--- src/rtl/logisim_run_controller.sv ---
// rtl/logisim_run_controller.sv - run/step tick sequencer feeding LogisimClockComponent
// Optional GO debounce filter is enabled by defining LOGISIM_DEBOUNCE_EN.
module logisim_run_controller #(
  parameter int          NrOfBits       = 32,
  parameter int unsigned FastReload     = 3125000,
  parameter int unsigned SlowReload     = 25000000,
  parameter int unsigned DebounceCycles = 250000
) (
  input  logic        GlobalClock,
  input  logic        RST,
  input  logic        GO,
  input  logic        RunMode,
  input  logic        pinlv,
  input  logic        Halt,
  output logic        ClockTick,
  output logic        Running,
  output logic        Halted,
  output logic [15:0] StepCount
);

  typedef enum logic [1:0] {
    ST_IDLE,
    ST_RUN,
    ST_STEP,
    ST_HALTED
  } state_e;

  localparam logic [NrOfBits-1:0] FAST_LOAD = NrOfBits'(FastReload - 1);
  localparam logic [NrOfBits-1:0] SLOW_LOAD = NrOfBits'(SlowReload - 1);

  logic [1:0]          go_sync_q, go_sync_d;
  logic [1:0]          run_sync_q, run_sync_d;
  logic [1:0]          lv_sync_q, lv_sync_d;
  logic                go_level;
  logic                go_prev_q, go_prev_d;
  logic                go_pulse_q, go_pulse_d;

  state_e              state_q, state_d;
  logic [NrOfBits-1:0] cnt_q, cnt_d;
  logic [NrOfBits-1:0] reload;
  logic                tick_q, tick_d;
  logic                running_q, running_d;
  logic                halted_q, halted_d;
  logic [15:0]         step_count_q, step_count_d;

`ifdef LOGISIM_DEBOUNCE_EN
  localparam int DW = (DebounceCycles > 1) ? $clog2(DebounceCycles) : 1;

  logic [DW-1:0] deb_cnt_q, deb_cnt_d;
  logic          deb_lvl_q, deb_lvl_d;

  // A new GO level is adopted only after DebounceCycles consecutive differing samples.
  always_comb begin
    deb_cnt_d = '0;
    deb_lvl_d = deb_lvl_q;
    if (go_sync_q[1] != deb_lvl_q) begin
      if (deb_cnt_q == DW'(DebounceCycles - 1)) begin
        deb_lvl_d = go_sync_q[1];
      end else begin
        deb_cnt_d = deb_cnt_q + 1'b1;
      end
    end
  end

  assign go_level = deb_lvl_q;
`else
  logic unused_debounce;
  assign unused_debounce = |DebounceCycles;
  assign go_level        = go_sync_q[1];
`endif

  always_comb begin
    go_sync_d  = {go_sync_q[0], GO};
    run_sync_d = {run_sync_q[0], RunMode};
    lv_sync_d  = {lv_sync_q[0], pinlv};
    go_prev_d  = go_level;
    go_pulse_d = go_level & ~go_prev_q;
  end

  always_comb begin
    state_d = state_q;
    cnt_d   = cnt_q;
    tick_d  = 1'b0;
    reload  = lv_sync_q[1] ? FAST_LOAD : SLOW_LOAD;

    case (state_q)
      ST_IDLE: begin
        if (go_pulse_q) begin
          if (run_sync_q[1]) begin
            state_d = ST_RUN;
            cnt_d   = reload;
          end else begin
            state_d = ST_STEP;
            tick_d  = 1'b1;
          end
        end
      end
      ST_RUN: begin
        // An expiring tick is still issued when the run is paused in the same cycle.
        if (cnt_q == '0) begin
          tick_d = 1'b1;
          cnt_d  = reload;
        end else begin
          cnt_d = cnt_q - 1'b1;
        end
        if (go_pulse_q || !run_sync_q[1]) begin
          state_d = ST_IDLE;
        end
      end
      ST_STEP:   state_d = ST_IDLE;
      ST_HALTED: state_d = ST_HALTED;
      default:   state_d = ST_IDLE;
    endcase

    if (Halt) begin
      state_d = ST_HALTED;
      tick_d  = 1'b0;
    end

    running_d    = (state_d == ST_RUN);
    halted_d     = (state_d == ST_HALTED);
    step_count_d = step_count_q + 16'(tick_d);
  end

  always_ff @(posedge GlobalClock) begin
    if (RST) begin
      go_sync_q    <= '0;
      run_sync_q   <= '0;
      lv_sync_q    <= '0;
      go_prev_q    <= 1'b0;
      go_pulse_q   <= 1'b0;
      state_q      <= ST_IDLE;
      cnt_q        <= '0;
      tick_q       <= 1'b0;
      running_q    <= 1'b0;
      halted_q     <= 1'b0;
      step_count_q <= '0;
`ifdef LOGISIM_DEBOUNCE_EN
      deb_cnt_q    <= '0;
      deb_lvl_q    <= 1'b0;
`endif
    end else begin
      go_sync_q    <= go_sync_d;
      run_sync_q   <= run_sync_d;
      lv_sync_q    <= lv_sync_d;
      go_prev_q    <= go_prev_d;
      go_pulse_q   <= go_pulse_d;
      state_q      <= state_d;
      cnt_q        <= cnt_d;
      tick_q       <= tick_d;
      running_q    <= running_d;
      halted_q     <= halted_d;
      step_count_q <= step_count_d;
`ifdef LOGISIM_DEBOUNCE_EN
      deb_cnt_q    <= deb_cnt_d;
      deb_lvl_q    <= deb_lvl_d;
`endif
    end
  end

  assign ClockTick = tick_q;
  assign Running   = running_q;
  assign Halted    = halted_q;
  assign StepCount = step_count_q;

endmodule

--- config.mk ---
export PLATFORM = sky130hd
export DESIGN_NAME = logisim_run_controller
export DESIGN_NICKNAME = d
export VERILOG_FILES = /design/src/rtl/logisim_run_controller.sv
export SDC_FILE = /design/constraint.sdc
export NUM_CORES = 1
export LEC_CHECK = 0
export CORE_UTILIZATION = 30
export CTS_CLUSTER_SIZE = 14
export DETAILED_ROUTE_END_ITERATION = 7
export SKIP_LAST_GASP = 1
export SLEW_MARGIN = 0
export SYNTH_ARGS = -nofsm -noshare
export SYNTH_HDL_FRONTEND = slang
export SYNTH_SLANG_ARGS = --single-unit
export TNS_END_PERCENT = 30
--- constraint.sdc ---
create_clock -name GlobalClock -period 3.5 [get_ports GlobalClock]
set_input_delay 0.7 -clock GlobalClock [delete_from_list [all_inputs] [get_ports GlobalClock]]
set_output_delay 0.7 -clock GlobalClock [all_outputs]
set_load 0.005 [all_outputs]
==> results.py, run 1 <==
metrics = {
    "routing": {
        "wl_per_cell_um": 13.9,
        "dr.pass1.iters": 5,
        "wl_mm": 6.95,
        "top_layer_used": "met4",
        "via_per_inst": 5.21,
        "wl_met2_mm": 3.11,
        "wl_met3_um": 343,
        "ant_nets": 0,
        "met1Wirelength_mm": 3.44,
        "drt_iter0_drc": 158,
        "vias": 2610,
        "drc": 0,
    },
    "synth": {
        "async_flop_share_pct": 0,
        "synth_area_mm2": 0.00292,
        "synth_area_per_cell_um2": 8.54,
        "yosys_warnings": 0,
        "yosys.area.top_type": "dfxtp_1",
        "ys_ff_latch": 61,
        "synthTopCellsByArea": "dfxtp_1 42%, a21oi_1 4.5%, nor2_1 4.2%",
        "yosysTopAreaCellShare_pct": 41.8,
        "ys_seq_area_share_pct": 41.8,
        "synth_fp_nets": 351,
        "synth-edff-count": 0,
        "netlist_instances": 342,
        "synth-main-ff-cell": "dfxtp_1",
        "synth.distinct_cells": 56,
    },
    "placed_design": {
        "dp.cells": 485,
        "post-place-ws_ps": 175,
        "gp_congestion": 0.850,
        "io_buffers": 24,
        "dp_hpwl_mm": 4.71,
    },
    "final_layout": {
        "n_antenna_cell": 0,
        "nets": 376,
        "seqCellArea_mm2": 0.00122,
        "final_cell_mix": "61 x dfxtp_1, 33 x nor2_1, 26 x a21oi_1",
        "drive_above_1_share_pct": 10.5,
        "final_common_cell": "dfxtp_1",
        "finish.utilization_pct": 37.9,
        "nFillCells": 954,
        "area_growth_pct": 21.2,
        "finalNonFillerCells": 501,
        "multi_input_area_mm2": 0.00159,
    },
    "timing": {
        "fmax_ghz": 0.307,
        "setup_viol": 0,
        "fin_crit_sh_pct": 93.1,
        "fin_crit_ps": 3260,
        "relSlewSlack_pct": 55.2,
        "setup_ws_ps": 243,
        "tightest_slew_ps": 667,
        "hold_ws_ps": 386,
        "rsz0062_at_grt": "yes",
        "finalHoldViolations": 0,
        "drv_slew": 0,
        "fin_skew_ps": 10.1,
    },
    "floorplanning": {
        "initial_core_util_pct": 31.3,
        "core_mm2": 0.00933,
        "dieArea_mm2": 0.0101,
        "die_w_um": 101,
        "die_height_um": 101,
        "rows": 35,
        "io_pins": 25,
    },
    "run": {
        "cap_viol_max_count": 0,
    },
    "critical_path": {
        "crit_arrival_ps": 3490,
        "crit_type": "flip-flop to flip-flop",
        "end_kind": "flip-flop",
        "cp_max_fo": 6,
        "worstPathRequired_ps": 3730,
        "start_kind": "flip-flop",
    },
    "clocking": {
        "cts-root-buf": "clkbuf_8",
        "clock_sinks": 61,
        "cts_buffers": 9,
        "cts.path.max_buffers": 2,
        "cts_max_level": 3,
        "clk_latency_ps": 350,
        "cts_tree": "built",
        "holdBufCountCts": 0,
        "path_clk_slew_ps": 80,
    },
    "power_and_ir_drop": {
        "peakVddDrop_uv": 203,
        "p_per_area_mw_per_mm2": 557,
        "leakage_nw": 1.21,
        "power_mw": 1.97,
    },
    "min_path": {
        "min_path_type": "flip-flop to flip-flop",
    },
    "global_routing": {
        "grt_pass1_vias": 2367,
        "overflow": 0,
        "grt_pass1_wl_mm": 11.5,
        "grt_use_total_pct": 14.3,
        "antenna_found_initial": 0,
        "grt_max_degree": 40,
    },
    "outcome": {
        "outcome": "complete, no violations",
    },
}
[report_power, final]
group          leakage (nW)  total (mW)  internal, mW  switching, mW
Clock                 0.112       0.710         0.419          0.291
Combinational         0.600       0.451         0.182          0.269
Sequential            0.498       0.808         0.746         0.0628
Total                  1.21        1.97          1.35          0.623
[Yosys cell counts, types with 2 or more instances]
cell / n
dfxtp_1: 61
nor2_1: 33
a21oi_1: 26
nand2_1: 24
o21ai_0: 17
a31oi_1: 14
clkbuf_1: 12
nor2b_1: 12
nor3_1: 12
xnor2_1: 12
nand3_1: 11
inv_1: 10
nor4_1: 9
xor2_1: 9
nand4_1: 8
or3_1: 6
or4_1: 5
buf_2: 4
a41oi_1: 3
ha_1: 3
mux2i_1: 3
o211ai_1: 3
a211o_1: 2
a221oi_1: 2
and3_1: 2
buf_1: 2
nand2b_1: 2
nand4b_1: 2
nor4b_4: 2
o21a_1: 2
o22ai_1: 2
o31ai_1: 2
o32ai_1: 2
[state kept, by name (all words and copies together), names as in the netlist]
| signal | flops |
|---|---|
| cnt_q | 32 |
| Halted | 1 |
| ClockTick | 1 |
| StepCount | 16 |
| run_sync_q | 2 |
| go_pulse_q | 1 |
| go_prev_q | 1 |
| go_sync_q | 2 |
| Running | 1 |
| lv_sync_q | 2 |
| state_q | 2 |
[timing repair]
action | in CTS | in global routing
endpoints found under the setup margin | 0 | 5
hold endpoints to repair | 0 | 0
setup buffers | 0 | 0
gates resized for setup | 0 | 3
[layer usage]
layer	track usage [%]	up-vias
li1	-	1309
met1	20.4	1228
met2	20.8	70
met3	3.33	3
met4	5.57	0
met5	0	-
[cell families after synthesis]
family	after synthesis	synth area share [%]
AND/OR/NAND/NOR	138	26.5
AO/OA/AOI/OAI	86	18.6
flip-flops	61	41.8
buffers and inverters	29	4.03
XOR/XNOR	21	6.30
adder cells (fa/ha/maj)	3	1.29
multiplexers	4	1.41
[area by class of cell]
cell class / count / area share (%)
Multi-Input combinational cell: 252 / 45.0
Sequential cell: 61 / 34.5
Timing Repair Buffer: 33 / 8.56
Tap cell: 129 / 4.56
Clock buffer: 10 / 3.89
Clock inverter: 6 / 2.44
Inverter: 10 / 1.06
[final timing paths]
path | from | end | slack (ps) | cells past startpoint
worst max register to register | cnt_q[0] | StepCount[14] | 240 | 15
worst min register to register | go_prev_q | go_pulse_q | 390 | 1
worst min-delay path | go_prev_q | go_pulse_q | 390 | 1
worst max-delay path | cnt_q[0] | StepCount[14] | 240 | 15
[critical path: stages (launching register included)]
cell	delay (ps)
dfxtp_1	340
inv_1	60
ha_1	180
or3b_4	440
nor4b_4	250
and2_1	240
a31oi_1	130
nor3_1	180
ha_1	230
ha_1	240
nand3_1	100
nor4_1	280
buf_4	190
nand3_1	90
xor2_1	150
nor2_1	50
[stage by stage]
step	cell area [µm²]	setup TNS, ps
after detailed placement	3300	0
after floorplan	2920	0
after CTS	3530	0
after global placement	3300	0
after global routing	3540	-91.5
final	3540	0
Power figures use the tool's default switching activity.
==> inputs of run 2 (changes only) <==
--- a/config.mk
+++ b/config.mk
@@ -8,6 +8,7 @@
 export CORE_UTILIZATION = 30
 export CTS_CLUSTER_SIZE = 14
 export DETAILED_ROUTE_END_ITERATION = 7
+export HOLD_SLACK_MARGIN = 0.12
 export SKIP_LAST_GASP = 1
 export SLEW_MARGIN = 0
 export SYNTH_ARGS = -nofsm -noshare
==> results of run 2 <==
No change in the layout: final DEF, timing and power equal those of run 1.
==> inputs of run 3 (changes only) <==
--- a/config.mk
+++ b/config.mk
@@ -9,7 +9,6 @@
 export CTS_CLUSTER_SIZE = 14
 export DETAILED_ROUTE_END_ITERATION = 7
 export HOLD_SLACK_MARGIN = 0.12
-export SKIP_LAST_GASP = 1
 export SLEW_MARGIN = 0
 export SYNTH_ARGS = -nofsm -noshare
 export SYNTH_HDL_FRONTEND = slang
==> results.py, run 3 (synthesis gave the netlist of run 1 again) <==
metrics = {
    "critical_path": {
        "crit_arrival_ps": 3510,
        "reg2reg_depth": 12,
        "end_kind": "flip-flop",
        "cp_slowest_cell": "or4_4",
        "crit_chain": "inv_1 > ha_1 > or3b_4 > nor4b_4 > and2_1 > a31oi_1 > nor3_1 > ha_1 > nand3_1 > or4_4 > or3_1 > a21oi_1",
        "critPathTopFamily": "simple AND/OR/NAND/NOR gates",
        "cp.depth": 12,
        "worstPathRequired_ps": 3780,
        "crit_path_max_incr_delay_ps": 480,
        "cp_max_fo": 6,
        "cp_common_cell": "ha_1",
        "start_kind": "flip-flop",
        "crit_buf_inv": 1,
        "crit_type": "flip-flop to flip-flop",
    },
    "clocking": {
        "path_clk_slew_ps": 80,
        "cts-root-buf": "clkbuf_8",
        "cts_buffers": 9,
        "cts_tree": "built",
        "clk_latency_ps": 350,
        "cts_max_level": 3,
        "post_cts_buffers": 0,
        "cts.path.max_buffers": 2,
        "clock_sinks": 61,
    },
    "floorplanning": {
        "core_mm2": 0.00933,
        "initial_core_util_pct": 31.3,
        "io_pins": 25,
        "rows": 35,
        "die_w_um": 101,
        "die_height_um": 101,
        "dieArea_mm2": 0.0101,
    },
    "final_layout": {
        "nFillCells": 952,
        "top_register": "cnt_q",
        "nets": 376,
        "area_growth_pct": 21.4,
        "multi_input_area_mm2": 0.00160,
        "finalNonFillerCells": 501,
        "n_antenna_cell": 0,
        "finish.utilization_pct": 38.0,
        "largest_reg_flops": 32,
        "stdcell_area_mm2": 0.00354,
        "drive_above_1_share_pct": 10.8,
        "seqCellArea_mm2": 0.00122,
        "final_cell_mix": "61 x dfxtp_1, 33 x nor2_1, 26 x a21oi_1",
        "final_common_cell": "dfxtp_1",
    },
    "routing": {
        "wl_per_cell_um": 13.8,
        "drc": 0,
        "ant_nets": 0,
        "vias": 2610,
        "via_per_inst": 5.21,
        "drt_iter0_drc": 141,
        "dr.pass1.iters": 5,
        "wl_mm": 6.92,
    },
    "placed_design": {
        "post-place-ws_ps": 175,
        "gp_congestion": 0.850,
        "io_buffers": 24,
        "dp_hpwl_mm": 4.71,
        "placed_area_mm2": 0.00330,
        "dp.cells": 485,
    },
    "timing": {
        "fin_crit_sh_pct": 92.1,
        "tightest_slew_ps": 670,
        "finalHoldViolations": 0,
        "fmax_ghz": 0.310,
        "fin_crit_ps": 3220,
        "fin_skew_ps": 10.3,
        "tns_ps": 0,
        "relSlewSlack_pct": 55.0,
        "drv_slew": 0,
        "setup_ws_ps": 278,
        "setup_viol": 0,
        "hold_ws_ps": 386,
    },
    "global_routing": {
        "antenna_found_initial": 0,
        "grt_use_total_pct": 14.3,
        "grt_max_degree": 40,
        "grt_pass1_vias": 2367,
        "grt_pass1_wl_mm": 11.5,
        "overflow": 0,
    },
    "min_path": {
        "min_path_type": "flip-flop to flip-flop",
        "hold_path_depth": 1,
    },
    "outcome": {
        "outcome": "complete, no violations",
    },
    "run": {
        "cap_viol_max_count": 0,
    },
    "power_and_ir_drop": {
        "power_mw": 1.97,
        "p_per_area_mw_per_mm2": 556,
        "leakage_nw": 1.21,
        "peakVddDrop_uv": 203,
    },
}
[run 3: changes by cell type in the layout (fill, tap and decap cells not counted)]
cell,previous run,this run
nor4_1,9,8
nor4_2,1,2
[run 3: final cells by class]
cell class,instances,share of cell area (%)
Multi-Input combinational cell,252,45.1
Timing Repair Buffer,33,8.54
Tap cell,129,4.55
Clock inverter,6,2.44
Sequential cell,61,34.5
Inverter,10,1.06
Clock buffer,10,3.88
[run 3: routing by layer]
| metal | vias up | track usage [%] | part of all wire (%) |
|---|---|---|---|
| met2 | 58 | 20.8 | 45 |
| met1 | 1235 | 20.4 | 50 |
| li1 | 1310 | - | - |
| met3 | 7 | 3.33 | 3.9 |
| met5 | - | 0 | 0 |
| met4 | 0 | 5.57 | 0.95 |
[run 3: path summary, 6_finish.rpt]
| check | slack (ps) | to | startpoint |
|---|---|---|---|
| worst min register to register | 390 | go_pulse_q | go_prev_q |
| worst min-delay path | 390 | go_pulse_q | go_prev_q |
| worst max-delay path | 280 | StepCount[11] | cnt_q[0] |
| worst max register to register | 280 | StepCount[11] | cnt_q[0] |
[run 3: timing repair]
action                     CTS  global route
setup endpoints to repair    0             5
gates resized for setup      0             4
hold buffers                 0             0
[run 3: worst register-to-register path, stage by stage, from the launching register on]
cell     delay [ps]
dfxtp_1         340
inv_1            60
ha_1            180
or3b_4          440
nor4b_4         250
and2_1          250
a31oi_1         130
nor3_1          180
ha_1            230
nand3_1         120
or4_4           480
or3_1           370
a21oi_1         140
[run 3: report_power, final]
part           switching, mW  total [mW]  internal, mW
sequential            0.0627       0.808         0.746
clock                  0.291       0.710         0.419
combinational          0.270       0.452         0.182
total                  0.624        1.97          1.35
